File: src/rtl/nano_lsu.sv
// nano_lsu: single-outstanding load/store unit between the execute stage and the data bus.
// Optional macro NANO_LSU_MISALIGN_TRAP_EN turns misaligned half/word accesses into error responses.
module nano_lsu #(
    parameter int ADDR_W         = 32,
    parameter int TIMEOUT_CYCLES = 16,
    parameter int CNT_W          = 8
) (
    input  logic              clk_i,
    input  logic              rst_n_i,
    input  logic              req_valid_i,
    output logic              req_ready_o,
    input  logic              req_we_i,
    input  logic [1:0]        req_size_i,
    input  logic              req_unsigned_i,
    input  logic [ADDR_W-1:0] req_addr_i,
    input  logic [31:0]       req_wdata_i,
    output logic              rsp_valid_o,
    output logic [31:0]       rsp_rdata_o,
    output logic              rsp_err_o,
    output logic [ADDR_W-1:0] d_addr_o,
    output logic [31:0]       d_data_o,
    output logic [3:0]        d_be_o,
    output logic              d_rd_o,
    output logic              d_wr_o,
    input  logic [31:0]       d_data_i,
    input  logic              d_ack_i,
    output logic [1:0]        dbg_state_o
);

    // Handshake: a request is taken on a rising edge where req_valid_i and req_ready_o are both 1;
    // the response is the single cycle where rsp_valid_o is 1 (no back-pressure on responses).

    typedef enum logic [1:0] {
        ST_IDLE = 2'd0,
        ST_BUS  = 2'd1,
        ST_RESP = 2'd2
    } state_t;

    localparam bit              TIMEOUT_EN = (TIMEOUT_CYCLES != 0);
    localparam logic [CNT_W-1:0] CNT_LAST  = CNT_W'(TIMEOUT_EN ? TIMEOUT_CYCLES - 1 : 0);

    state_t state;
    state_t state_nxt;

    logic                we_q;
    logic                uns_q;
    logic [1:0]          size_q;
    logic [1:0]          lane_q;
    logic [ADDR_W-3:0]   word_addr_q;
    logic [3:0]          be_q;
    logic [31:0]         wdata_q;
    logic [31:0]         rdata_q;
    logic                err_q;
    logic [CNT_W-1:0]    cnt;

    logic                req_fire;
    logic                req_illegal;
    logic                req_misalign;
    logic                req_reject;
    logic [1:0]          req_lane;
    logic [3:0]          req_be;
    logic [31:0]         req_bus_data;
    logic                timeout_hit;
    logic [31:0]         lane_data;
    logic [31:0]         load_ext;

    assign req_fire    = req_valid_i && (state == ST_IDLE);
    assign req_illegal = (req_size_i == 2'b11);

`ifdef NANO_LSU_MISALIGN_TRAP_EN
    assign req_misalign = ((req_size_i == 2'b01) && req_addr_i[0]) ||
                          ((req_size_i == 2'b10) && (req_addr_i[1:0] != 2'b00));
`else
    assign req_misalign = 1'b0;
`endif

    assign req_reject = req_illegal || req_misalign;

    // Effective lane: offset bits below the access size are dropped when not trapping.
    always_comb begin
        req_lane     = 2'b00;
        req_be       = 4'b0000;
        req_bus_data = 32'h0;
        case (req_size_i)
            2'b00: begin
                req_lane     = req_addr_i[1:0];
                req_be       = 4'b0001 << req_addr_i[1:0];
                req_bus_data = {4{req_wdata_i[7:0]}};
            end
            2'b01: begin
                req_lane     = {req_addr_i[1], 1'b0};
                req_be       = req_addr_i[1] ? 4'b1100 : 4'b0011;
                req_bus_data = {2{req_wdata_i[15:0]}};
            end
            2'b10: begin
                req_lane     = 2'b00;
                req_be       = 4'b1111;
                req_bus_data = req_wdata_i;
            end
            default: begin
                req_lane     = 2'b00;
                req_be       = 4'b0000;
                req_bus_data = 32'h0;
            end
        endcase
    end

    assign timeout_hit = TIMEOUT_EN && (cnt == CNT_LAST);

    assign lane_data = d_data_i >> {lane_q, 3'b000};

    always_comb begin
        load_ext = 32'h0;
        case (size_q)
            2'b00:   load_ext = {{24{~uns_q & lane_data[7]}}, lane_data[7:0]};
            2'b01:   load_ext = {{16{~uns_q & lane_data[15]}}, lane_data[15:0]};
            default: load_ext = lane_data;
        endcase
    end

    // State register
    always_ff @(posedge clk_i or negedge rst_n_i) begin
        if (!rst_n_i) begin
            state <= ST_IDLE;
        end else begin
            state <= state_nxt;
        end
    end

    // Next-state logic; an ack on the timeout edge still completes normally.
    always_comb begin
        state_nxt = state;
        case (state)
            ST_IDLE: begin
                if (req_fire) begin
                    state_nxt = req_reject ? ST_RESP : ST_BUS;
                end
            end
            ST_BUS: begin
                if (d_ack_i || timeout_hit) begin
                    state_nxt = ST_RESP;
                end
            end
            ST_RESP: state_nxt = ST_IDLE;
            default: state_nxt = ST_IDLE;
        endcase
    end

    // Outputs are gated by state so an asynchronous reset drops the strobes at once.
    always_comb begin
        req_ready_o = (state == ST_IDLE);
        rsp_valid_o = (state == ST_RESP);
        rsp_rdata_o = (state == ST_RESP) ? rdata_q : 32'h0;
        rsp_err_o   = (state == ST_RESP) && err_q;
        d_rd_o      = (state == ST_BUS) && !we_q;
        d_wr_o      = (state == ST_BUS) && we_q;
        d_addr_o    = (state == ST_BUS) ? {word_addr_q, 2'b00} : '0;
        d_be_o      = (state == ST_BUS) ? be_q : 4'b0000;
        d_data_o    = (state == ST_BUS) ? wdata_q : 32'h0;
        dbg_state_o = state;
    end

    always_ff @(posedge clk_i or negedge rst_n_i) begin
        if (!rst_n_i) begin
            we_q        <= 1'b0;
            uns_q       <= 1'b0;
            size_q      <= 2'b00;
            lane_q      <= 2'b00;
            word_addr_q <= '0;
            be_q        <= 4'b0000;
            wdata_q     <= 32'h0;
            rdata_q     <= 32'h0;
            err_q       <= 1'b0;
            cnt         <= '0;
        end else begin
            case (state)
                ST_IDLE: begin
                    cnt <= '0;
                    if (req_fire) begin
                        we_q        <= req_we_i;
                        uns_q       <= req_unsigned_i;
                        size_q      <= req_size_i;
                        lane_q      <= req_lane;
                        word_addr_q <= req_addr_i[ADDR_W-1:2];
                        be_q        <= req_be;
                        wdata_q     <= req_bus_data;
                        rdata_q     <= 32'h0;
                        err_q       <= req_reject;
                    end
                end
                ST_BUS: begin
                    if (d_ack_i) begin
                        rdata_q <= we_q ? 32'h0 : load_ext;
                        err_q   <= 1'b0;
                        cnt     <= '0;
                    end else if (timeout_hit) begin
                        rdata_q <= 32'h0;
                        err_q   <= 1'b1;
                        cnt     <= '0;
                    end else begin
                        cnt <= cnt + 1'b1;
                    end
                end
                default: begin
                    cnt <= '0;
                end
            endcase
        end
    end

endmodule

File: config.mk
export PLATFORM = sky130hd
export DESIGN_NAME = nano_lsu
export DESIGN_NICKNAME = d
export VERILOG_FILES = /design/src/rtl/nano_lsu.sv
export SDC_FILE = /design/constraint.sdc
export NUM_CORES = 1
export LEC_CHECK = 0
export CAP_MARGIN = 10
export CORE_MARGIN = 4
export CORE_UTILIZATION = 49
export CTS_CLUSTER_DIAMETER = 40
export DETAILED_ROUTE_END_ITERATION = 7
export GPL_ROUTABILITY_DRIVEN = 1
export PLACE_DENSITY = 0.86
export SETUP_SLACK_MARGIN = 0.2
export SLEW_MARGIN = 40
export SYNTH_ARGS = -nofsm -noshare
export SYNTH_HDL_FRONTEND = slang
export SYNTH_SLANG_ARGS = --single-unit
File: constraint.sdc
create_clock -name clk_i -period 4.8 [get_ports clk_i]
set_input_delay 0.96 -clock clk_i [delete_from_list [all_inputs] [get_ports clk_i]]
set_output_delay 0.96 -clock clk_i [all_outputs]
set_load 0.01 [all_outputs]
Word-level counts from Yosys, hierarchy flattened
Cells that the tools add are included. W data, S select, Z words.

Flip-flop bits (word level): 115. Input port bits: 104. Output and inout bits: 107. Word-level logic and storage cells: 65.

Add/subtract/negate cells: 1. Eq/ne operators: 10. Shifts and indexed selects: 2. Multiplexer cells: 25. Bitwise gates (word level): 3. Reduce and logical (&&, ||, !) cells: 13.

Operators by type and width (count): $mux W32 (7); $pmux W32 S2 (2); $pmux W32 S3 (1); $shr A32 B5 Y32 (1); $mux W8 (3); $pmux W4 S3 (1); $add A8 B1 Y8 const B (1); $eq A8 B4 Y1 const B (1); $mux W4 (2); $pmux W2 S2 (2); $eq A2 B1 Y1 const B (3); $eq A2 B2 Y1 const B (3); $logic_not A2 Y1 (3); $mux W2 (3); $logic_and A1 B1 Y1 (4); $reduce_and A2 Y1 (2); $shl A1 B2 Y4 const A (1); $mux W1 (3); $ne A3 B3 Y1 const B (1); $reduce_and A3 Y1 (1); $and A1 B1 Y1 (2); $ne A2 B1 Y1 const B (1); $ne A2 B2 Y1 const B (1); $pmux W1 S2 (1); 4 further kinds (4).

Logic depth before layout (Yosys ltp)
Gate-level depths: netlist of the first run.

Depth after elaboration: 6. Gate-level depth with buffers: 7. Depth with buffers taken out: 5.

Worst setup path after synthesis of the first run
Ideal clock, no wire load.

Path kind: reg2out. Start: register state[0], in the netlist dbg_state_o[0]. End: output port d_data_o[11]. Arrival: 1356 ps. Data required time: 3840 ps. Slack: 2484 ps. Cell stages (with the launch flop): 5. Path buffers: 2. Cell sequence: dfrtp_1 -> nor2b_1 -> clkbuf_1 -> clkbuf_1 -> and2_1.

Word-level cells in the longest chain between the ends: 2.

RTL lines: start, declared (line 42) `state_t state;`; start signal, assigned (line 126) `state <= state_nxt;`; $eq A2 B1 Y1 (line 159) `d_data_o = (state == ST_BUS) ? wdata_q : 32'h0;`; $mux W32 (line 159); end, declared (line 21) `output logic [31:0] d_data_o,`.

No other way between the ends.

Worst setup path after layout of the first run
Start: register state[0], in the netlist dbg_state_o[0]. End: output port d_data_o[31].

The elaborated chain is that of the path after synthesis.

==> flow_metrics.env, run 1 <==
export IMPL_h_tree_depth=4
export IMPL_start_kind="flop"
export IMPL_io_pins=211
export IMPL_min_period_over_period_pct=70.39
export IMPL_grt_pass1_vias=5554
export IMPL_synth_area_leaders="dfrtp_1 48%, and2_1 11%, mux2_2 6.6%"
export IMPL_cpMostUsedCell="buf_16"
export IMPL_min_from="cnt[0]"
export IMPL_fmax_ghz=0.2960
export IMPL_power_density_nw_per_um2=542.1
export IMPL_path_clk_slew_ns=0.05
export IMPL_reg2reg_from="cnt[4]"
export IMPL_place_area_um2=8159
export IMPL_cts_resized_gates=0
export IMPL_yosys_area_top_type="dfrtp_1"
export IMPL_worst_slack_ns=1.421
export IMPL_crit_path_end_kind="output port"
export IMPL_postLayoutCellArea_um2=8767
export IMPL_routed_wirelength_um=17260
export IMPL_grt_antenna_before_repair=0
export IMPL_cap_viol_max_count=0
export IMPL_slowest_stage="clkdlybuf4s50_1"
export IMPL_io_buffers=208
export IMPL_hold_slack_ns=0.4711
export IMPL_preCtsSetupSlack_ns=1.775
export IMPL_cts_hold_buf=0
export IMPL_r2r_slack_ns=2.68
export IMPL_status="finished clean"
export IMPL_crit_path_cell_trace="nor2b_4 > buf_16 > buf_16 > and2_1 > clkdlybuf4s50_1"
export IMPL_finalSetupTns_ns=0
export IMPL_slew_viol_final=0
export IMPL_synth_warning_count=0
export IMPL_grt_max_degree=107
export IMPL_cts_made_buffers=17
export IMPL_critPathMaxStageDelay_ns=0.55
export IMPL_ys_ff_latch=115
export IMPL_clock_latency_ns=0.40
export IMPL_grt_overflow_total=0
export IMPL_wl_per_cell_um=18.36
export IMPL_grt_first_pass_wirelength_um=27960
export IMPL_hold_path_class="reg2reg"
export IMPL_hpwl_um=12470
export IMPL_clock_sinks=115
export IMPL_routabilityCongestion=0.9014
export IMPL_fin_skew_ns=0.008370
export IMPL_syn_area_per_cell_um2=10.08
export IMPL_clockRootBuffer="clkbuf_16"
export IMPL_arrival_ns=2.42
export IMPL_synth_area_um2=5956
export IMPL_drc=0
export IMPL_start_util_pct=49.79
export IMPL_fin_crit_ns=3.379
export IMPL_fp_dieH_um=118.2
export IMPL_yosysTopAreaCellShare_pct=48.32
export IMPL_first_pass_iters=5
export IMPL_cts_buffer_depth=2
export IMPL_setup_viol=0
export IMPL_dieArea_um2=13980
export IMPL_cts_setup_buffers=0
export IMPL_die_x_um=118.2
export IMPL_vias_per_cell=5.501
export IMPL_synth_cells=591
export IMPL_p_total_mw=4.753
export IMPL_grt_setup_unrepaired="no"
export IMPL_rows=40
export IMPL_ir_drop_mv=0.3006
export IMPL_startpoint="dbg_state_o[0]"
export IMPL_drt_iter0_markers=351
export IMPL_worst_slew_pin_slew_ns=0.6588
export IMPL_max_slew_margin_rel_pct=55.88
export IMPL_nets=886
export IMPL_ys_types=44
export IMPL_ant_nets=0
export IMPL_diodes=0
export IMPL_critPathKind="reg2out"
export IMPL_cp_max_fo=28
export IMPL_grt_total_usage_pct=24.97
export IMPL_cp_required_ns=3.84
export IMPL_vias=5171
export IMPL_ys_seq_area_share_pct=48.32
export IMPL_cts_tree="done"
export IMPL_hold_viol=0
export IMPL_layout_drive_gt1_share_pct=10.72
export IMPL_crit_family="buffers and inverters"
export IMPL_fp_coreArea_um2=11960
export IMPL_nFillCells=853
export IMPL_leakage_nw=3.733
export IMPL_area_growth_syn_to_layout_pct=47.21
export IMPL_path_buf_inv=3
==> cell usage in the layout (no fill, tap or decap), types with 2 or more instances in the layout <==
cell type        count
a211o_1             15
a21oi_1             36
a221o_1              8
a2bb2oi_1           16
a32o_1               7
and2_1             102
buf_16               2
buf_4                8
bufinv_16            4
clkbuf_1             3
clkbuf_16           17
clkdlybuf4s50_1    207
clkinv_2             3
clkinvlp_4           3
conb_1               2
dfrtp_1            115
mux2_2              35
mux2i_1             16
mux4_2               2
nand2_1             58
nand2b_1             4
nand3_1              3
nand3b_1             9
nor2_1              19
nor2b_1             17
nor3_1               2
o21ai_0             43
o2bb2ai_1            8
o31ai_1              2
or2_2                2
xnor2_1              3
xor2_1               3
==> where the power goes <==
part	total, mW	internal, mW	switching (mW)
combinational	1.85	0.969	0.884
sequential	1.60	1.37	0.232
clock	1.30	0.875	0.423
==> cells by family (layout without fill, tap and decap cells) <==
family / count (synthesis) / count (layout) / synth area share [%]
AOI/OAI and AO/OA: 141 / 141 / 16.13
xor gates and xnor gates: 6 / 6 / 0.8825
adders and majority gates: 1 / 1 / 0.2101
buffers and inverters: 48 / 249 / 3.382
DFF: 115 / 115 / 48.32
muxes: 53 / 53 / 10.06
other: 1 / 2 / 0.06296
and+or+nand+nor: 226 / 226 / 20.95
==> flip-flops by register name (all words and copies together) (netlist names) <==
signal,cells
cnt,8
err_q,1
dbg_state_o,2
we_q,1
be_q,4
uns_q,1
rdata_q,32
wdata_q,32
size_q,2
word_addr_q,30
lane_q,2
==> stage by stage <==
stage / cells / util [%]
floorplan: 592 / -
global placement: 907 / 67.66
detailed placement: 909 / 68.21
CTS: 940 / 73.30
global route: 940 / 73.30
finish: 940 / 73.30
==> path summary, 6_finish.rpt <==
path | to | cells past startpoint
worst min-delay path | cnt[0] | 1
max in group asynchronous | wdata_q[29] | 2
worst max-delay path | d_data_o[31] | 5
worst min register to register | cnt[0] | 1
worst max register to register | rdata_q[24] | 4
min in group asynchronous | cnt[7] | 1
==> synth_stat cells (all sizes together) <==
cell / count
a211o: 15
a21oi: 36
a221o: 8
a22o: 1
a2bb2oi: 16
a311oi: 1
a31oi: 1
a32o: 7
and2: 102
and3: 1
and4bb: 1
buf: 13
clkbuf: 34
conb: 1
dfrtp: 115
ha: 1
inv: 1
mux2: 35
mux2i: 16
mux4: 2
nand2: 60
nand2b: 4
nand3: 3
nand3b: 9
nand4: 1
nor2: 19
nor2b: 19
nor3: 2
nor3b: 2
o2111a: 1
o21ai: 44
o21bai: 1
o2bb2ai: 8
o31ai: 2
or2: 2
or4: 1
xnor2: 3
xor2: 3
==> metal layers <==
layer / vias up / global-route usage (%) / share of wire, %
li1: 2430 / - / -
met1: 2494 / 29.53 / 41
met2: 215 / 40.98 / 49
met3: 32 / 10.00 / 8.6
met4: 0 / 9.377 / 2.0
met5: - / 0 / 0
==> cell type report <==
cell class	count	area, um2	share of cell area, %
well taps	147	183.9	2.098
inverters	1	3.754	0.04281
clock buffers	21	450.4	5.138
flip-flops and latches	115	2878	32.82
clock inverters	10	157.7	1.798
multi-input cells	429	2907	33.15
repair buffers	217	2187	24.95
Note: power is estimated with default switching activity, not from simulation.
==> run 2: changes to the inputs <==
--- a/config.mk
+++ b/config.mk
@@ -7,11 +7,11 @@
 export LEC_CHECK = 0
 export CAP_MARGIN = 10
 export CORE_MARGIN = 4
-export CORE_UTILIZATION = 49
+export CORE_UTILIZATION = 41
 export CTS_CLUSTER_DIAMETER = 40
 export DETAILED_ROUTE_END_ITERATION = 7
 export GPL_ROUTABILITY_DRIVEN = 1
-export PLACE_DENSITY = 0.86
+export PLACE_DENSITY = 0.77
 export SETUP_SLACK_MARGIN = 0.2
 export SLEW_MARGIN = 40
 export SYNTH_ARGS = -nofsm -noshare
==> constraint.sdc (replaced) <==
create_clock -name clk_i -period 2.8 [get_ports clk_i]
set_input_delay 0.56 -clock clk_i [delete_from_list [all_inputs] [get_ports clk_i]]
set_output_delay 0.56 -clock clk_i [all_outputs]
set_load 0.01 [all_outputs]
==> flow_metrics.env, run 2 (synthesis results as in run 1) <==
export IMPL_arrival_ns=2.04
export IMPL_layout_common_cells="199 x clkdlybuf4s50_1, 113 x dfrtp_1, 102 x and2_1"
export IMPL_diodes=0
export IMPL_cp_required_ns=2.24
export IMPL_ir_drop_mv=0.5250
export IMPL_clockRootBuffer="clkbuf_16"
export IMPL_layout_drive_gt1_share_pct=12.87
export IMPL_swShare_pct=33.04
export IMPL_critPathKind="reg2out"
export IMPL_dieArea_um2=16520
export IMPL_cts_made_buffers=17
export IMPL_grt_max_degree=73
export IMPL_io_pins=211
export IMPL_nets=900
export IMPL_cts_hold_buf=0
export IMPL_slew_viol_final=0
export IMPL_power_density_nw_per_um2=924.0
export IMPL_final_common_cell="clkdlybuf4s50_1"
export IMPL_clock_latency_ns=0.41
export IMPL_routed_wirelength_um=18500
export IMPL_first_pass_iters=5
export IMPL_path_clk_slew_ns=0.05
export IMPL_fin_skew_ns=0.005315
export IMPL_use_met1_pct=25.42
export IMPL_rows=43
export IMPL_crit_path_end_kind="output port"
export IMPL_wl_per_cell_um=18.73
export IMPL_ant_nets=0
export IMPL_hpwl_um=12880
export IMPL_internal_power_mw=5.537
export IMPL_fp_coreArea_um2=14040
export IMPL_pwr_share_comb_pct=40.5
export IMPL_min_period_over_period_pct=92.80
export IMPL_drc=0
export IMPL_fin_crit_ns=2.598
export IMPL_grt_antenna_before_repair=0
export IMPL_vias=5278
export IMPL_p_sw_mw=2.732
export IMPL_crit_family="buffers and inverters"
export IMPL_clock_sinks=115
export IMPL_area_growth_syn_to_layout_pct=50.25
export IMPL_hold_slack_ns=0.1534
export IMPL_reg2reg_from="dbg_state_o[1]"
export IMPL_grt_pass1_vias=5459
export IMPL_start_kind="flop"
export IMPL_grt_setup_unrepaired="yes"
export IMPL_setup_viol=0
export IMPL_max_slew_margin_rel_pct=51.06
export IMPL_cts_tree="done"
export IMPL_h_tree_depth=4
export IMPL_drt_iter0_markers=274
export IMPL_hold_path_class="in2async"
export IMPL_finalSetupTns_ns=0
export IMPL_io_buffers=208
export IMPL_fmax_ghz=0.3849
export IMPL_met3_usage_pct=7.306
export IMPL_leakage_nw=3.953
export IMPL_startpoint="dbg_state_o[0]"
export IMPL_preCtsSetupSlack_ns=0.3121
export IMPL_crit_path_cell_trace="nor2b_4 > buf_4 > clkbuf_16 > and2_1 > clkdlybuf4s50_1"
export IMPL_p_clk_share_pct=26.3
export IMPL_routabilityCongestion=0.9025
export IMPL_worst_slew_pin_slew_ns=0.7334
export IMPL_die_x_um=128.5
export IMPL_worst_slack_ns=0.2016
export IMPL_start_util_pct=42.41
export IMPL_cts_buffer_depth=2
export IMPL_p_total_mw=8.269
export IMPL_use_met2_pct=36.71
export IMPL_seqPwrFrac_pct=33.2
export IMPL_path_buf_inv=3
export IMPL_grt_first_pass_wirelength_um=28010
export IMPL_fp_dieH_um=128.5
export IMPL_cp_max_fo=11
export IMPL_largestRegisters="rdata_q (32), wdata_q (32), word_addr_q (30)"
export IMPL_status="finished clean"
export IMPL_slowest_stage="clkdlybuf4s50_1"
export IMPL_grt_overflow_total=0
export IMPL_hold_viol=0
export IMPL_grt_total_usage_pct=21.53
export IMPL_vias_per_cell=5.342
export IMPL_cap_viol_max_count=0
export IMPL_critPathMaxStageDelay_ns=0.54
export IMPL_gr_max_usage_layer="met2"
-- run 2: path summary, 6_finish.rpt --
path	endpoint	slack (ns)	cells after the start
max in group asynchronous	wdata_q[23]	1.86	2
worst max-delay path	d_data_o[5]	0.20	5
worst min register to register	cnt[0]	0.46	1
worst max register to register	err_q	0.65	5
min in group clk_i	cnt[0]	0.46	1
worst min-delay path	rdata_q[12]	0.15	1
-- run 2: metal layers --
layer / routed length [um] / vias up / part of all wire [%]
met4: 322 / 0 / 1.7
li1: - / 2458 / -
met3: 1548 / 24 / 8.4
met5: 0 / - / 0
met2: 9217 / 226 / 50
met1: 7414 / 2570 / 40
-- run 2: power groups by stage --
stage / sequential (mW) / combinational [mW] / clock [mW]
final: 2.74 / 3.35 / 2.18
after global routing: 2.82 / 3.64 / 2.29
after CTS: 2.74 / 3.21 / 2.20
after detailed placement: 2.75 / 3.18 / 0
after global placement: 2.72 / 3.09 / 0
after floorplan: 2.60 / 1.91 / 0
-- run 2: final cells by class --
cell class | count | area (um2)
inverters | 1 | 3.754
well taps | 180 | 225.2
clock buffers | 24 | 501.7
flip-flops and latches | 115 | 2880
multi-input cells | 429 | 2905
fillers | 1113 | 5094
repair buffers | 231 | 2333
clock inverters | 8 | 98.84
-- run 2: worst register-to-register path: cells and delay by family, from the launching register on --
kind	cells	cell delay (ns)
compound gates	1	0.19
buf+inv	1	0.16
mux	1	0.38
simple gates	2	0.85
flops	1	0.45
-- run 2: repair_timing --
item / in CTS / in global routing
setup buffers: 0 / 5
endpoints found under the setup margin: 78 / 86
gates cloned: 0 / 3
gates resized for setup: 6 / 15
pin swaps: 0 / 0
-- run 2: metrics by stage --
step	area, um2	instances	util (%)
2_1_floorplan	5959	592	-
3_3_place_gp	8207	948	58.44
3_5_place_dp	8209	948	58.46
4_1_cts	8828	980	62.87
5_1_grt	8949	988	63.73
6_report	8949	988	63.73
==> run 3: changes to the inputs <==
--- a/config.mk
+++ b/config.mk
@@ -11,7 +11,7 @@
 export CTS_CLUSTER_DIAMETER = 40
 export DETAILED_ROUTE_END_ITERATION = 7
 export GPL_ROUTABILITY_DRIVEN = 1
-export PLACE_DENSITY = 0.77
+export PLACE_DENSITY = 0.86
 export SETUP_SLACK_MARGIN = 0.2
 export SLEW_MARGIN = 40
 export SYNTH_ARGS = -nofsm -noshare
==> flow_metrics.env, run 3 (synthesis results as in run 1) <==
export IMPL_start_kind="flop"
export IMPL_fp_coreArea_um2=14040
export IMPL_finalSetupTns_ns=0
export IMPL_grt_pass1_vias=5312
export IMPL_layout_common_cells="155 x clkdlybuf4s50_1, 113 x dfrtp_1, 102 x and2_1"
export IMPL_layout_drive_gt1_share_pct=12.62
export IMPL_path_buf_inv=2
export IMPL_wl_per_cell_um=18.96
export IMPL_worst_slew_pin_slew_ns=0.7357
export IMPL_routed_wirelength_um=18730
export IMPL_diodes=0
export IMPL_setup_viol=0
export IMPL_hold_path_class="in2async"
export IMPL_grt_setup_unrepaired="yes"
export IMPL_fin_crit_ns=2.553
export IMPL_worst_r2r_cell_count=5
export IMPL_fin_skew_ns=0.008448
export IMPL_grt_overflow_total=0
export IMPL_max_slew_margin_rel_pct=50.95
export IMPL_critPathKind="reg2out"
export IMPL_worst_slack_ns=0.2472
export IMPL_rows=43
export IMPL_clockRootBuffer="clkbuf_16"
export IMPL_dieArea_um2=16520
export IMPL_cp_required_ns=2.24
export IMPL_path_clk_slew_ns=0.05
export IMPL_cts_buffer_depth=2
export IMPL_io_pins=211
export IMPL_io_buffers=208
export IMPL_grt_max_degree=61
export IMPL_timing_rr_end="rdata_q[6]"
export IMPL_cap_viol_max_count=0
export IMPL_first_pass_iters=5
export IMPL_drt_iter0_markers=468
export IMPL_hold_slack_ns=0.1176
export IMPL_min_period_over_period_pct=91.17
export IMPL_fmax_ghz=0.3917
export IMPL_crit_family="buffers and inverters"
export IMPL_drc=0
export IMPL_hpwl_um=12750
export IMPL_clock_sinks=115
export IMPL_slowest_stage="clkdlybuf4s50_1"
export IMPL_crit_path_cell_trace="nor2b_4 > buf_6 > and2_1 > clkdlybuf4s50_1"
export IMPL_status="finished clean"
export IMPL_nets=901
export IMPL_final_common_cell="clkdlybuf4s50_1"
export IMPL_critPathMaxStageDelay_ns=0.55
export IMPL_utilization_pct=64.58
export IMPL_crit_path_end_kind="output port"
export IMPL_vias_per_cell=5.376
export IMPL_ant_nets=0
export IMPL_reg2reg_from="cnt[4]"
export IMPL_fp_dieH_um=128.5
export IMPL_area_growth_syn_to_layout_pct=52.27
export IMPL_nFillCells=1105
export IMPL_slew_viol_final=0
export IMPL_start_util_pct=42.41
export IMPL_grt_total_usage_pct=21.66
export IMPL_power_density_nw_per_um2=901.8
export IMPL_leakage_nw=4.713
export IMPL_largestRegisters="rdata_q (32), wdata_q (32), word_addr_q (30)"
export IMPL_cts_made_buffers=17
export IMPL_layout_cells_non_filler=988
export IMPL_vias=5311
export IMPL_hold_viol=0
export IMPL_ir_drop_mv=0.4248
export IMPL_arrival_ns=1.99
export IMPL_h_tree_depth=4
export IMPL_routabilityCongestion=0.9082
export IMPL_preCtsSetupSlack_ns=0.3001
export IMPL_die_x_um=128.5
export IMPL_cp_max_fo=17
export IMPL_clock_latency_ns=0.41
export IMPL_grt_antenna_before_repair=0
export IMPL_place_inst=949
export IMPL_r2r_slack_ns=0.76
export IMPL_cts_hold_buf=0
export IMPL_cts_tree="done"
export IMPL_grt_first_pass_wirelength_um=27990
==> run 3: cell types whose count changed in the layout (fill, tap and decap cells not counted), moves of 2 or more <==
cell / delta
clkdlybuf4s50_1: -44
dlymetal6s2s_1: +43
buf_12: +2
clkbuf_1: +2
clkinvlp_4: -2
==> run 3: per-layer routing <==
metal / up-vias / global-route usage [%] / wire length, um
met5: - / 0 / 0
met2: 267 / 33.93 / 8919
met4: 0 / 7.536 / 365
li1: 2464 / - / -
met3: 22 / 8.634 / 1981
met1: 2558 / 27.38 / 7462
==> run 3: power breakdown <==
part | internal, mW | switching, mW | leakage (nW) | total, mW
registers | 2.35 | 0.404 | 1.47 | 2.75
clock network | 1.35 | 0.709 | 0.283 | 2.06
logic | 1.76 | 1.60 | 2.96 | 3.37
==> run 3: cell type report <==
cell class	instances	area [um2]	area share [%]
clock inverters	4	45.04	0.4967
flip-flops and latches	115	2880	31.76
well taps	180	225.2	2.483
inverters	1	3.754	0.04139
repair buffers	232	2486	27.41
clock buffers	27	523.0	5.767
multi-input cells	429	2905	32.04
==> run 3: per-stage QoR <==
step	total power, mW	area, um2
after floorplan	4.505	5959
after global placement	5.882	8239
after detailed placement	5.954	8242
after CTS	8.073	8815
after global routing	8.686	9069
final	8.178	9069
==> run 3: how the worst max path moves through the flow <==
stage,cells after the start,endpoint,start
detailed placement,4,rdata_q[22],d_data_i[31]
floorplan,4,d_data_o[11],dbg_state_o[0]
global placement,4,rdata_q[18],d_data_i[31]
finish,4,rsp_rdata_o[7],dbg_state_o[1]
global route,4,rsp_rdata_o[12],dbg_state_o[1]
CTS,4,d_data_o[0],dbg_state_o[1]
==> run 3: what timing repair did <==
item / 4_1_cts / 5_1_grt
gates cloned: 0 / 4
buffers inserted: 0 / 4
endpoints found under the setup margin: 85 / 85
gates resized for setup: 4 / 57
==> run 3: worst reg2reg max path, cell delays in order, from the launching register on <==
cell     delay (ns)
dfrtp_1        0.42
or4_4          0.56
o21ai_4        0.25
nand2_4        0.24
buf_4          0.25
a32o_1         0.21
